`config.mk`:
```
export PLATFORM = sky130hd
export DESIGN_NAME = inv_mix_columns_iter
export DESIGN_NICKNAME = d
export VERILOG_FILES = /design/src/rtl/aes_pkg.sv /design/src/rtl/inv_mix_column_word.sv /design/src/rtl/inv_mix_columns_iter.sv
export SDC_FILE = /design/constraint.sdc
export NUM_CORES = 1
export LEC_CHECK = 0
export ABC_AREA = 0
export ABC_CLOCK_PERIOD_IN_PS = 9260
export BUFFER_PORTS_ARGS = -buffer_cell sky130_fd_sc_hd__clkbuf_2
export CORE_MARGIN = 3
export CORE_UTILIZATION = 45
export CTS_CLUSTER_DIAMETER = 40
export CTS_CLUSTER_SIZE = 10
export DETAILED_ROUTE_END_ITERATION = 10
export PLACE_DENSITY = 0.66
export SLEW_MARGIN = 20
export SYNTH_ARGS = -nofsm -noshare
export SYNTH_HDL_FRONTEND = slang
export SYNTH_HIERARCHICAL = 1
export SYNTH_SLANG_ARGS = --single-unit
export TNS_END_PERCENT = 50
```
`constraint.sdc`:
```
create_clock -name clk -period 9.26 [get_ports clk]
set_input_delay 1.389 -clock clk [delete_from_list [all_inputs] [get_ports clk]]
set_output_delay 1.389 -clock clk [all_outputs]
set_load 0.1 [all_outputs]
```
`src/rtl/aes_pkg.sv`:
```
// Shared AES GF(2^8) helpers, column word type and the InvMixColumns FSM encoding.
package aes_pkg;

  localparam logic [7:0] AES_POLY = 8'h1B;

  typedef logic [31:0] col_word_t;

  typedef enum logic {
    ST_IDLE = 1'b0,
    ST_RUN  = 1'b1
  } imc_state_e;

  function automatic logic [7:0] xtime(input logic [7:0] x);
    xtime = {x[6:0], 1'b0} ^ (x[7] ? AES_POLY : 8'h00);
  endfunction

  // Higher multiples reuse the x2/x4/x8 chain so each is just XORs of xtime outputs.
  function automatic logic [7:0] gmul09(input logic [7:0] x);
    logic [7:0] x2, x4, x8;
    x2 = xtime(x);
    x4 = xtime(x2);
    x8 = xtime(x4);
    gmul09 = x8 ^ x;
  endfunction

  function automatic logic [7:0] gmul0b(input logic [7:0] x);
    logic [7:0] x2, x4, x8;
    x2 = xtime(x);
    x4 = xtime(x2);
    x8 = xtime(x4);
    gmul0b = x8 ^ x2 ^ x;
  endfunction

  function automatic logic [7:0] gmul0d(input logic [7:0] x);
    logic [7:0] x2, x4, x8;
    x2 = xtime(x);
    x4 = xtime(x2);
    x8 = xtime(x4);
    gmul0d = x8 ^ x4 ^ x;
  endfunction

  function automatic logic [7:0] gmul0e(input logic [7:0] x);
    logic [7:0] x2, x4, x8;
    x2 = xtime(x);
    x4 = xtime(x2);
    x8 = xtime(x4);
    gmul0e = x8 ^ x4 ^ x2;
  endfunction

endpackage

```
`src/rtl/inv_mix_column_word.sv`:
```
// Combinational InvMixColumn of one 32-bit column; byte 0 sits in the MSB.
module inv_mix_column_word
  import aes_pkg::*;
(
  input  col_word_t col_i,
  output col_word_t col_o
);

  logic [7:0] a0_s, a1_s, a2_s, a3_s;

  assign a0_s = col_i[31:24];
  assign a1_s = col_i[23:16];
  assign a2_s = col_i[15:8];
  assign a3_s = col_i[7:0];

  assign col_o[31:24] = gmul0e(a0_s) ^ gmul0b(a1_s) ^ gmul0d(a2_s) ^ gmul09(a3_s);
  assign col_o[23:16] = gmul09(a0_s) ^ gmul0e(a1_s) ^ gmul0b(a2_s) ^ gmul0d(a3_s);
  assign col_o[15:8]  = gmul0d(a0_s) ^ gmul09(a1_s) ^ gmul0e(a2_s) ^ gmul0b(a3_s);
  assign col_o[7:0]   = gmul0b(a0_s) ^ gmul0d(a1_s) ^ gmul09(a2_s) ^ gmul0e(a3_s);

endmodule

```
`src/rtl/inv_mix_columns_iter.sv`:
```
// Iterative AES InvMixColumns: one column per clock through a single shared column unit,
// sequenced by a start/busy/done handshake.
module inv_mix_columns_iter
  import aes_pkg::*;
(
  input  logic         clk,
  input  logic         reset,
  input  logic         start,
  input  logic [127:0] data_in,
  output logic [127:0] data_out,
  output logic         busy,
  output logic         done
);

  imc_state_e   state_q, state_d;
  logic [1:0]   col_q, col_d;
  logic [127:0] work_q, work_d;
  logic [127:0] data_out_q, data_out_d;
  logic         busy_q, busy_d;
  logic         done_q, done_d;
  logic [6:0]   col_msb_s;
  col_word_t    col_sel_s;
  col_word_t    col_mix_s;

  // Column c occupies bits [127-32c -: 32].
  assign col_msb_s = 7'd127 - {col_q, 5'd0};
  assign col_sel_s = work_q[col_msb_s -: 32];

  inv_mix_column_word u_col (
    .col_i (col_sel_s),
    .col_o (col_mix_s)
  );

  always_ff @(posedge clk or posedge reset) begin
    if (reset) begin
      state_q    <= ST_IDLE;
      col_q      <= 2'd0;
      work_q     <= 128'd0;
      data_out_q <= 128'd0;
      busy_q     <= 1'b0;
      done_q     <= 1'b0;
    end else begin
      state_q    <= state_d;
      col_q      <= col_d;
      work_q     <= work_d;
      data_out_q <= data_out_d;
      busy_q     <= busy_d;
      done_q     <= done_d;
    end
  end

  always_comb begin
    state_d = state_q;
    case (state_q)
      ST_IDLE: begin
        if (start) state_d = ST_RUN;
        else       state_d = ST_IDLE;
      end
      ST_RUN: begin
        if (col_q == 2'd3) state_d = ST_IDLE;
        else               state_d = ST_RUN;
      end
      default: state_d = ST_IDLE;
    endcase
  end

  always_comb begin
    work_d     = work_q;
    col_d      = col_q;
    data_out_d = data_out_q;
    busy_d     = busy_q;
    done_d     = 1'b0;
    case (state_q)
      ST_IDLE: begin
        if (start) begin
          work_d = data_in;
          col_d  = 2'd0;
          busy_d = 1'b1;
        end else begin
          busy_d = 1'b0;
        end
      end
      ST_RUN: begin
        work_d[col_msb_s -: 32] = col_mix_s;
        col_d = col_q + 2'd1;
        // Last column: publish the completed state in the same edge it is formed.
        if (col_q == 2'd3) begin
          data_out_d = work_d;
          busy_d     = 1'b0;
          done_d     = 1'b1;
        end else begin
          busy_d = 1'b1;
        end
      end
      default: begin
        col_d  = 2'd0;
        busy_d = 1'b0;
      end
    endcase
  end

  assign data_out = data_out_q;
  assign busy     = busy_q;
  assign done     = done_q;

endmodule

```
# After elaboration in Yosys (flattened, before gate mapping)
# Index checks and enable logic that the tools add are counted.
classes:
  add_sub_neg: 3
  n_eq_ne: 2
  shift: 3
  muxes: 22
  bitwise_logic: 49
  n_reduce_logical: 1
ops:
  columns: ["operator", "count"]
  rows:
  - ["8-bit bitwise XOR", 45]
  - ["128-bit one-hot mux with 2 select lines", 1]
  - ["32-bit by 9-bit variable shift with 159-bit output, first input constant", 1]
  - ["159-bit by 8-bit indexed part select with 32-bit output", 1]
  - ["32-bit by 9-bit indexed part select with 159-bit output", 1]
  - ["128-bit bitwise mux", 1]
  - ["128-bit 2-to-1 mux", 1]
  - ["5-bit 2-to-1 mux", 12]
  - ["8-bit by 5-bit bitwise XOR with 8-bit output", 3]
  - ["7-bit negator with 9-bit output", 1]
  - ["7-bit subtractor, first input constant", 1]
  - ["1-bit 2-to-1 mux", 4]
  - ["2-bit one-hot mux with 2 select lines", 1]
  - ["2-bit by 1-bit adder with 2-bit output, second input constant", 1]
  - ["2-bit equality test, second input constant", 1]
  - ["2-bit 2-to-1 mux", 1]
  - ["2-bit != test, second input constant", 1]
  - ["1-bit one-hot mux with 2 select lines", 1]
  - ["2-bit AND reduction", 1]
  - ["1-bit inverter", 1]
word_totals:
  ff_bits: 260
  in_bits: 131
  output_inout_bits: 130
  wordCells: 85

# Longest topological paths before layout
# Gate-level depths: netlist of the first run.
depth:
  depth_word: 16
  ltp_mapped: 10
  depth_no_buf: 7

# Modules after synthesis
# The synthesis of the first run kept the hierarchy.
by_module_without_submodules:
  columns: ["mod", "n_inst", "cells_per_inst", "area_per_inst_um2", "seq_area_each_um2"]
  rows:
  - ["inv_mix_columns_iter", 1, 1327, 13067.5, 6506.2]
  - ["inv_mix_column_word", 1, 213, 2249.7, 0.0]

# Least setup slack after synthesis of the first run
# Ideal clock, no wire load.
synth_timing:
  path_kind: "register to register"
  startpoint: "register col_q[0]"
  endpoint: "register work_q[22]"
  setup_ps: 82
  arrival_time_ps: 3104
  required_ps: 9178
  path_slack_ps: 6074
  path_stages_with_launch: 11
  path_buffers: 3
  period_less_slack_ps: 3186
  cell_sequence: "dfrtp_1 buf_6 buf_4 mux4_2 buf_6 xnor3_1 xor3_1 xnor3_1 xnor2_1 nand2_1 a31oi_1"
synth_between:
  word_cells_on_any_way: 67
  classes_between: "add/sub (2); shift (3); mux (14); bitwise (48)"
synth_rtl:
  columns: ["item", "line_no", "rtl"]
  rows:
  - ["start: declaration", "inv_mix_columns_iter.sv:16", "logic [1:0] col_q, col_d;"]
  - ["start signal: assignment", "inv_mix_columns_iter.sv:44", "col_q <= col_d;"]
  - ["7-bit subtractor", "inv_mix_columns_iter.sv:26", "assign col_msb_s = 7'd127 - {col_q, 5'd0};"]
  - ["159-bit by 8-bit indexed part select with 32-bit output", "inv_mix_columns_iter.sv:27", "assign col_sel_s = work_q[col_msb_s -: 32];"]
  - ["via col_sel_s[31]", "inv_mix_columns_iter.sv:22", "col_word_t col_sel_s;"]
  - ["5-bit 2-to-1 mux", "aes_pkg.sv:14", "xtime = {x[6:0], 1'b0} ^ (x[7] ? AES_POLY : 8'h00);"]
  - ["8-bit bitwise XOR (3 in a row)", "aes_pkg.sv:14", null]
  - ["8-bit bitwise XOR", "aes_pkg.sv:23", "gmul09 = x8 ^ x;"]
  - ["8-bit bitwise XOR (3 in a row)", "inv_mix_column_word.sv:17", "assign col_o[23:16] = gmul09(a0_s) ^ gmul0e(a1_s) ^ gmul0b(a2_s) ^ gmul0d(a3_s);"]
  - ["via col_mix_s[22]", "inv_mix_columns_iter.sv:23", "col_word_t col_mix_s;"]
  - ["32-bit by 9-bit indexed part select with 159-bit output", "inv_mix_columns_iter.sv:84", "work_d[col_msb_s -: 32] = col_mix_s;"]
  - ["128-bit bitwise mux", "inv_mix_columns_iter.sv:84", null]
  - ["128-bit one-hot mux with 2 select lines", "inv_mix_columns_iter.sv:73", "case (state_q)"]
  - ["end signal: assignment", "inv_mix_columns_iter.sv:45", "work_q <= work_d;"]
  - ["end: declaration", "inv_mix_columns_iter.sv:17", "logic [127:0] work_q, work_d;"]
# The timed path passes the listed nets, and every way through them passes these cells.
# A chain may end at the register's enable or synchronous reset.

# Worst setup path after layout of the first run
layout_timing:
  startpoint: "register col_q[0]"
  endpoint: "register work_q[49]"
layout_between:
  word_cells_on_any_way: 67
  classes_between: "add/sub (2); shift (3); mux (14); bitwise (48)"
layout_rtl:
  columns: ["item", "line_no", "rtl"]
  rows:
  - ["7-bit subtractor", "inv_mix_columns_iter.sv:26", null]
  - ["159-bit by 8-bit indexed part select with 32-bit output", "inv_mix_columns_iter.sv:27", null]
  - ["via col_sel_s[14]", "inv_mix_columns_iter.sv:22", null]
  - ["8-bit bitwise XOR", "aes_pkg.sv:14", null]
  - ["5-bit 2-to-1 mux", "aes_pkg.sv:14", null]
  - ["8-bit by 5-bit bitwise XOR with 8-bit output", "aes_pkg.sv:14", null]
  - ["8-bit bitwise XOR", "aes_pkg.sv:14", null]
  - ["8-bit bitwise XOR (2 in a row)", "aes_pkg.sv:31", "gmul0b = x8 ^ x2 ^ x;"]
  - ["8-bit bitwise XOR (2 in a row)", "inv_mix_column_word.sv:17", null]
  - ["via col_mix_s[17]", "inv_mix_columns_iter.sv:23", null]
  - ["32-bit by 9-bit indexed part select with 159-bit output", "inv_mix_columns_iter.sv:84", null]
  - ["128-bit bitwise mux", "inv_mix_columns_iter.sv:84", null]
  - ["128-bit one-hot mux with 2 select lines", "inv_mix_columns_iter.sv:73", null]
# The timed path passes the listed nets, and every way through them passes these cells.

==> metrics.cfg, run 1 <==
[run_status]
status=complete, no violations

[clock_network]
cts_resized=0
cts_buffers=45
numClockSinks=260
cts_root_buf=clkbuf_16
post_cts_buffers=0
path_clk_slew_ps=50
postCtsHoldBufs=0
cts_htree_levels=2
clock_latency_ps=530
clock_path_buffers=3
cts_tree=yes

[synth]
ys_async_sr_fraction=1.00
synth_nets=1675
netlist_instances=1540
yosysTopAreaCell=dfrtp_1
synth_cell_types=32
yosys-top-cells-count=282 x a21oi_1, 260 x dfrtp_1, 218 x nor2b_1
yosys_warnings=6
ys.flop_type=dfrtp_1
netlist_area_sq_mm=0.0153
synth_top_area_frac=0.425
syn_avg_cell_area_sq_um=9.95
synth-seq-cells=260
synth-seq-area-share=0.425
yosysMostFrequentCell=a21oi_1
synth_edf_count=0
synth.area.top_cells=dfrtp_1 42%, a21oi_1 9.2%, nor2b_1 8.9%

[routing]
wirelength_mm=48.0
routedWlPerCell_um=21.9
vias_per_cell=5.70
drt_first_pass_iters=6
vias=12500
antenna_left=0
drt_iter0_drc=1032
drc_errors=0

[global_route]
grt_remaining_overflow=0
grt_max_degree=139
antenna_found_initial=0
grt_use_total=0.262
grt_pass1_wl_mm=74.0
grt_pass1_vias=12400

[setup_path]
crit_chain=buf_4 > mux4_2 > xnor3_1 > xnor3_1 > xor2_1 > xor2_1 > a21oi_1 > a21oi_1
cp.required_ps=9690
worst_setup_path_start_kind=flip-flop
cpPeakStageDelay_ps=750
worstPathMaxFanout=40
setup.worst_path.class=reg -> reg
critPathArrivalTime_ps=4720
critPathCaptureType=flip-flop
crit_slowest_cell=mux4_2

[flow_run]
maxCapViolations=0

[sta]
setup_ws_ps=4970
max_freq_mhz=233
finalHoldViolCount=0
fin_crit_ps=4290
fin_worst_skew_ps=16.1
tns_ps=0
finalSetupViolCount=0
relSlewSlack=0.333
tightest_slew_ps=1000
rsz0062_at_grt=false
post-route-period-util=0.464
drv_slew=0

[placement]
dp_hpwl_mm=31.8
dp_worst_setup_slack_ps=5000
place_area_sq_mm=0.0165
gp_congestion=0.995
io_buffers=260

[finish]
area_growth_pct=18.4
final_area_sq_mm=0.0181
final_layout_size_suffix_gt1_frac=0.231
final_nets=1856
antenna_cells=0

[floorplan]
start_util=0.464
fp.coreArea_sq_mm=0.0330
dieWidth_um=190
die_area_sq_mm=0.0363
boundaryPins=261
die_height_um=190
rows=66

[min_path]
hold_path.class=reg -> reg

layout make-up:
| cell class | instances | area (sq um) |
|---|---|---|
| clock buffers | 53 | 1200 |
| clock inverters | 28 | 403 |
| fillers | 2950 | 14900 |
| inverters | 5 | 31.3 |
| multi-input cells | 1136 | 8020 |
| flip-flops and latches | 260 | 6510 |
| well taps | 442 | 553 |
| repair buffers | 273 | 1420 |
flip-flops by register name, indices dropped and copies added (netlist names):
register	flops
col_q	2
data_out	128
done	1
work_q	128
busy	1
placed cells by master, fill, tap and decap left out, types with 2 or more instances in the layout:
cell / count
dfrtp_1: 257
xor3_1: 4
and2b_1: 6
clkbuf_2: 259
nor2b_1: 218
a211oi_1: 128
inv_1: 3
bufinv_16: 9
clkinvlp_4: 3
nand2b_1: 32
xor2_1: 35
xor2_2: 2
o21ai_0: 15
clkbuf_8: 4
a21oi_1: 282
clkinv_4: 5
buf_4: 11
a21oi_2: 6
o21ai_1: 17
and3b_2: 2
nand2_1: 65
inv_6: 4
nor2_1: 97
clkbuf_16: 45
xnor3_1: 27
ha_2: 3
clkinv_2: 8
xnor2_1: 125
mux4_2: 32
dfrtp_2: 2
buf_6: 2
clkbuf_1: 4
a31oi_1: 32
worst max-delay path, delay by kind of cell (launching register included):
kind | cells | cell delay, ps
xor+xnor | 4 | 2070
mux | 1 | 750
buf+inv | 1 | 600
compound gates | 2 | 410
flops | 1 | 330
cell families (layout without fill, tap and decap cells):
group,after synthesis,in the layout,share of synthesized area
flops,260,260,0.425
buf+inv,144,359,0.0529
fa+ha+maj,4,4,0.00327
xor+xnor,194,194,0.141
compound gates,481,481,0.182
simple gates,423,423,0.148
mux,34,34,0.0484
metal layers:
layer / routed length, um / global-route usage / vias up / part of all wire
li1: - / - / 5706 / -
met1: 20500 / 0.361 / 6231 / 0.43
met2: 22600 / 0.420 / 485 / 0.47
met3: 3350 / 0.0509 / 108 / 0.070
met4: 1510 / 0.0866 / 0 / 0.031
met5: 0 / 0 / - / 0
through the flow:
step           hold slack (ps)  utilization  instances
3_5_place_dp               470        0.500       2116
2_1_floorplan              543            -       1540
6_report                   476        0.549       2197
3_3_place_gp               467        0.500       2116
4_1_cts                    481        0.549       2197
5_1_grt                    502        0.549       2197
path summary, 6_finish.rpt:
| check | start | to | slack, ps | cells after the start |
|---|---|---|---|---|
| worst min register to register | data_out[14]$_DFFE_PP0P_ | data_out[14]$_DFFE_PP0P_ | 480 | 2 |
| worst max-delay path | col_q[0]$_DFFE_PP0P_ | work_q[49]$_DFFE_PP0P_ | 4970 | 8 |
| worst max register to register | col_q[0]$_DFFE_PP0P_ | work_q[49]$_DFFE_PP0P_ | 4970 | 8 |
| worst min-delay path | data_out[14]$_DFFE_PP0P_ | data_out[14]$_DFFE_PP0P_ | 480 | 2 |
| max in group asynchronous | reset | work_q[49]$_DFFE_PP0P_ | 7000 | 3 |
| min in group asynchronous | reset | data_out[66]$_DFFE_PP0P_ | 1010 | 2 |
Power of run 1 is not shown: default switching activity piles up to over one toggle a cycle in this logic, so the estimate is an artifact.
==> inputs of run 2 (changes only) <==
- ABC_AREA: 0 -> 1
- ABC_CLOCK_PERIOD_IN_PS: 9260 -> 4100
- PLACE_DENSITY: 0.66 -> 0.65
- clock period: 9.26 -> 4.1 ns (I/O delays scaled with it)
==> metrics.cfg, run 2 <==
[finish]
area_growth_pct=20.8
nFillCells=3913  ; +33%
regArea_sq_mm=0.00651  ; about the same
final_nets=3303  ; +78%
final_layout_size_suffix_gt1_frac=0.154  ; -0.0771
mostFrequentLayoutCells=1551 x nand2_1, 272 x inv_1, 259 x clkbuf_2
layout_commonest_cell=nand2_1
multi_input_area_sq_mm=0.00967  ; +21%
antenna_cells=0  ; unchanged

[clock_network]
path_clk_slew_ps=60  ; about the same
clock_latency_ps=570  ; +40 ps
numClockSinks=260  ; unchanged
cts_tree=yes
cts_root_buf=clkbuf_16
post_cts_buffers=0  ; unchanged
postCtsHoldBufs=0  ; unchanged
cts_buffers=45  ; unchanged
cts_htree_levels=2  ; unchanged
clock_path_buffers=3  ; unchanged

[synth]
ys.flop_type=dfrtp_1
synth-seq-cells=260  ; unchanged
yosys_warnings=6  ; unchanged
synth_nets=3039  ; +81%
syn_avg_cell_area_sq_um=6.20  ; -38%
synth_top_area_frac=0.361  ; -0.0636
netlist_instances=2904  ; +89%
ys_async_sr_fraction=1.00  ; unchanged
synth-seq-area-share=0.361  ; -0.0636
synth.area.top_cells=dfrtp_1 36%, nand2_1 32%, inv_1 5.7%
yosysMostFrequentCell=nand2_1
netlist_area_sq_mm=0.0180  ; +18%
yosysTopAreaCell=dfrtp_1
synth_edf_count=0  ; unchanged
synth_cell_types=28  ; -13%
yosys-top-cells-count=1554 x nand2_1, 275 x inv_1, 260 x dfrtp_1

[floorplan]
rows=72  ; +9.1%
fp.coreArea_sq_mm=0.0391  ; +18%
start_util=0.461  ; -0.00301
boundaryPins=261  ; unchanged
die_area_sq_mm=0.0425  ; +17%
die_height_um=206  ; +8.2%
dieWidth_um=206  ; +8.2%

[routing]
drc_errors=0  ; unchanged
vias=19400  ; +55%
wirelength_mm=75.0  ; +56%
drt_first_pass_iters=6  ; unchanged
drt_iter0_drc=1860  ; +80%
vias_per_cell=5.21  ; -8.7%
antenna_left=0  ; unchanged
routedWlPerCell_um=20.2  ; -7.8%

[setup_path]
critPathCaptureType=flip-flop
cp.required_ps=4580  ; -5110 ps
crit_chain=inv_1 > buf_12 > buf_4 > o21ai_0 > o21ai_1 > buf_4 > inv_2 > nand2_1 > nand2_1 > nand2_1 > nand2_1 > nand2_1 > inv_1 > nor2_1 > nand2_1 > nand3_1 > nand3_1 > nand2_1 > nand2_1 > o21ai_0 > buf_4 > nand2_1 > nand2_1
worst_setup_path_start_kind=flip-flop
crit_slowest_cell=dfrtp_4
cpPeakStageDelay_ps=490  ; -260 ps
critPathArrivalTime_ps=4390  ; -330 ps
r2r-start=col_q[0]$_DFFE_PP0P_
crit_top_cell=nand2_1
cp-startpoint=col_q[0]$_DFFE_PP0P_
worstPathMaxFanout=16  ; -60%
setup.worst_path.class=reg -> reg

[sta]
post-route-period-util=0.952  ; +0.488
finalHoldViolCount=0  ; unchanged
rsz0062_at_grt=false
max_freq_mhz=256  ; +10%
tightest_slew_ps=1090  ; +86.2 ps
fin_crit_ps=3900  ; -391 ps
fin_worst_skew_ps=26.5  ; +10.4 ps
drv_slew=0  ; unchanged
tns_ps=0  ; unchanged
relSlewSlack=0.271  ; -0.0620
finalSetupViolCount=0  ; unchanged

[global_route]
grt_max_degree=123  ; -12%
antenna_found_initial=1  ; +1
grt_use_total=0.353  ; +0.0905
grt_pass1_wl_mm=113  ; +52%
grt_remaining_overflow=0  ; unchanged
grt_pass1_vias=18600  ; +51%

[flow_run]
maxCapViolations=0  ; unchanged

[placement]
gp_congestion=1.01  ; +1.6%
dp_hpwl_mm=57.2  ; +80%
io_buffers=260  ; unchanged

[run_status]
status=complete, no violations

[min_path]
hold_path.class=in -> async

[run 2: cell types whose count changed after synthesis, moves of 128 or more]
cell      delta
a21oi_1    -282
inv_1      +271
nand2_1   +1488
a211oi_1   -128
nor2b_1    -218
nand3_1    +194
[run 2: critical path, delay by kind of cell (launching register included)]
family                 cells  cell delay (ps)
AO/OA/AOI/OAI              3              590
buffers and inverters      7             1050
flip-flops                 1              490
AND/OR/NAND/NOR           13             1660
[run 2: kinds of logic after synthesis]
group           Yosys count  synth area share
fa+ha+maj                 4           0.00278
simple gates           1913             0.417
buf+inv                 438             0.103
compound gates          132            0.0372
flops                   260             0.361
xor+xnor                157            0.0788
[run 2: worst paths after layout]
| path | cells after the start | to | slack, ps |
|---|---|---|---|
| worst min register to register | 2 | data_out[43]$_DFFE_PP0P_ | 480 |
| worst max-delay path | 23 | data_out[29]$_DFFE_PP0P_ | 200 |
| min in group clk | 5 | work_q[67]$_DFFE_PP0P_ | 360 |
| worst min-delay path | 3 | data_out[46]$_DFFE_PP0P_ | 180 |
| worst max register to register | 23 | data_out[29]$_DFFE_PP0P_ | 200 |
| max in group asynchronous | 3 | data_out[18]$_DFFE_PP0P_ | 3140 |
[run 2: metrics by stage]
step	hold WS (ps)	setup slack, ps	std cells	util	instance area, sq um
4_1_cts	208	134	3720	0.556	21700
3_3_place_gp	462	191	3639	0.516	20200
5_1_grt	221	13.9	3720	0.556	21800
2_1_floorplan	534	57.4	2904	-	18000
3_5_place_dp	464	184	3639	0.516	20200
6_report	182	196	3720	0.556	21800
[run 2: repair_timing]
action | 4_1_cts | 5_1_grt
gates resized for setup | 0 | 8
hold endpoints to repair | 0 | 0
setup endpoints to repair | 0 | 54
[run 2: per-layer routing]
metal	share of wire	GRT usage	vias up
met1	0.44	0.496	9163
met5	0.00015	0	-
li1	-	-	9234
met3	0.077	0.0624	141
met2	0.44	0.531	837
met4	0.049	0.160	2
[run 2: cell type report]
cell class	instances	share of cell area
Multi-Input combinational cell	2206	0.445
Sequential cell	260	0.299
Timing Repair Buffer	371	0.104
Clock buffer	60	0.0600
Inverter	284	0.0495
Tap cell	518	0.0298
Clock inverter	21	0.0127
Power of run 2 is left out for the same reason.
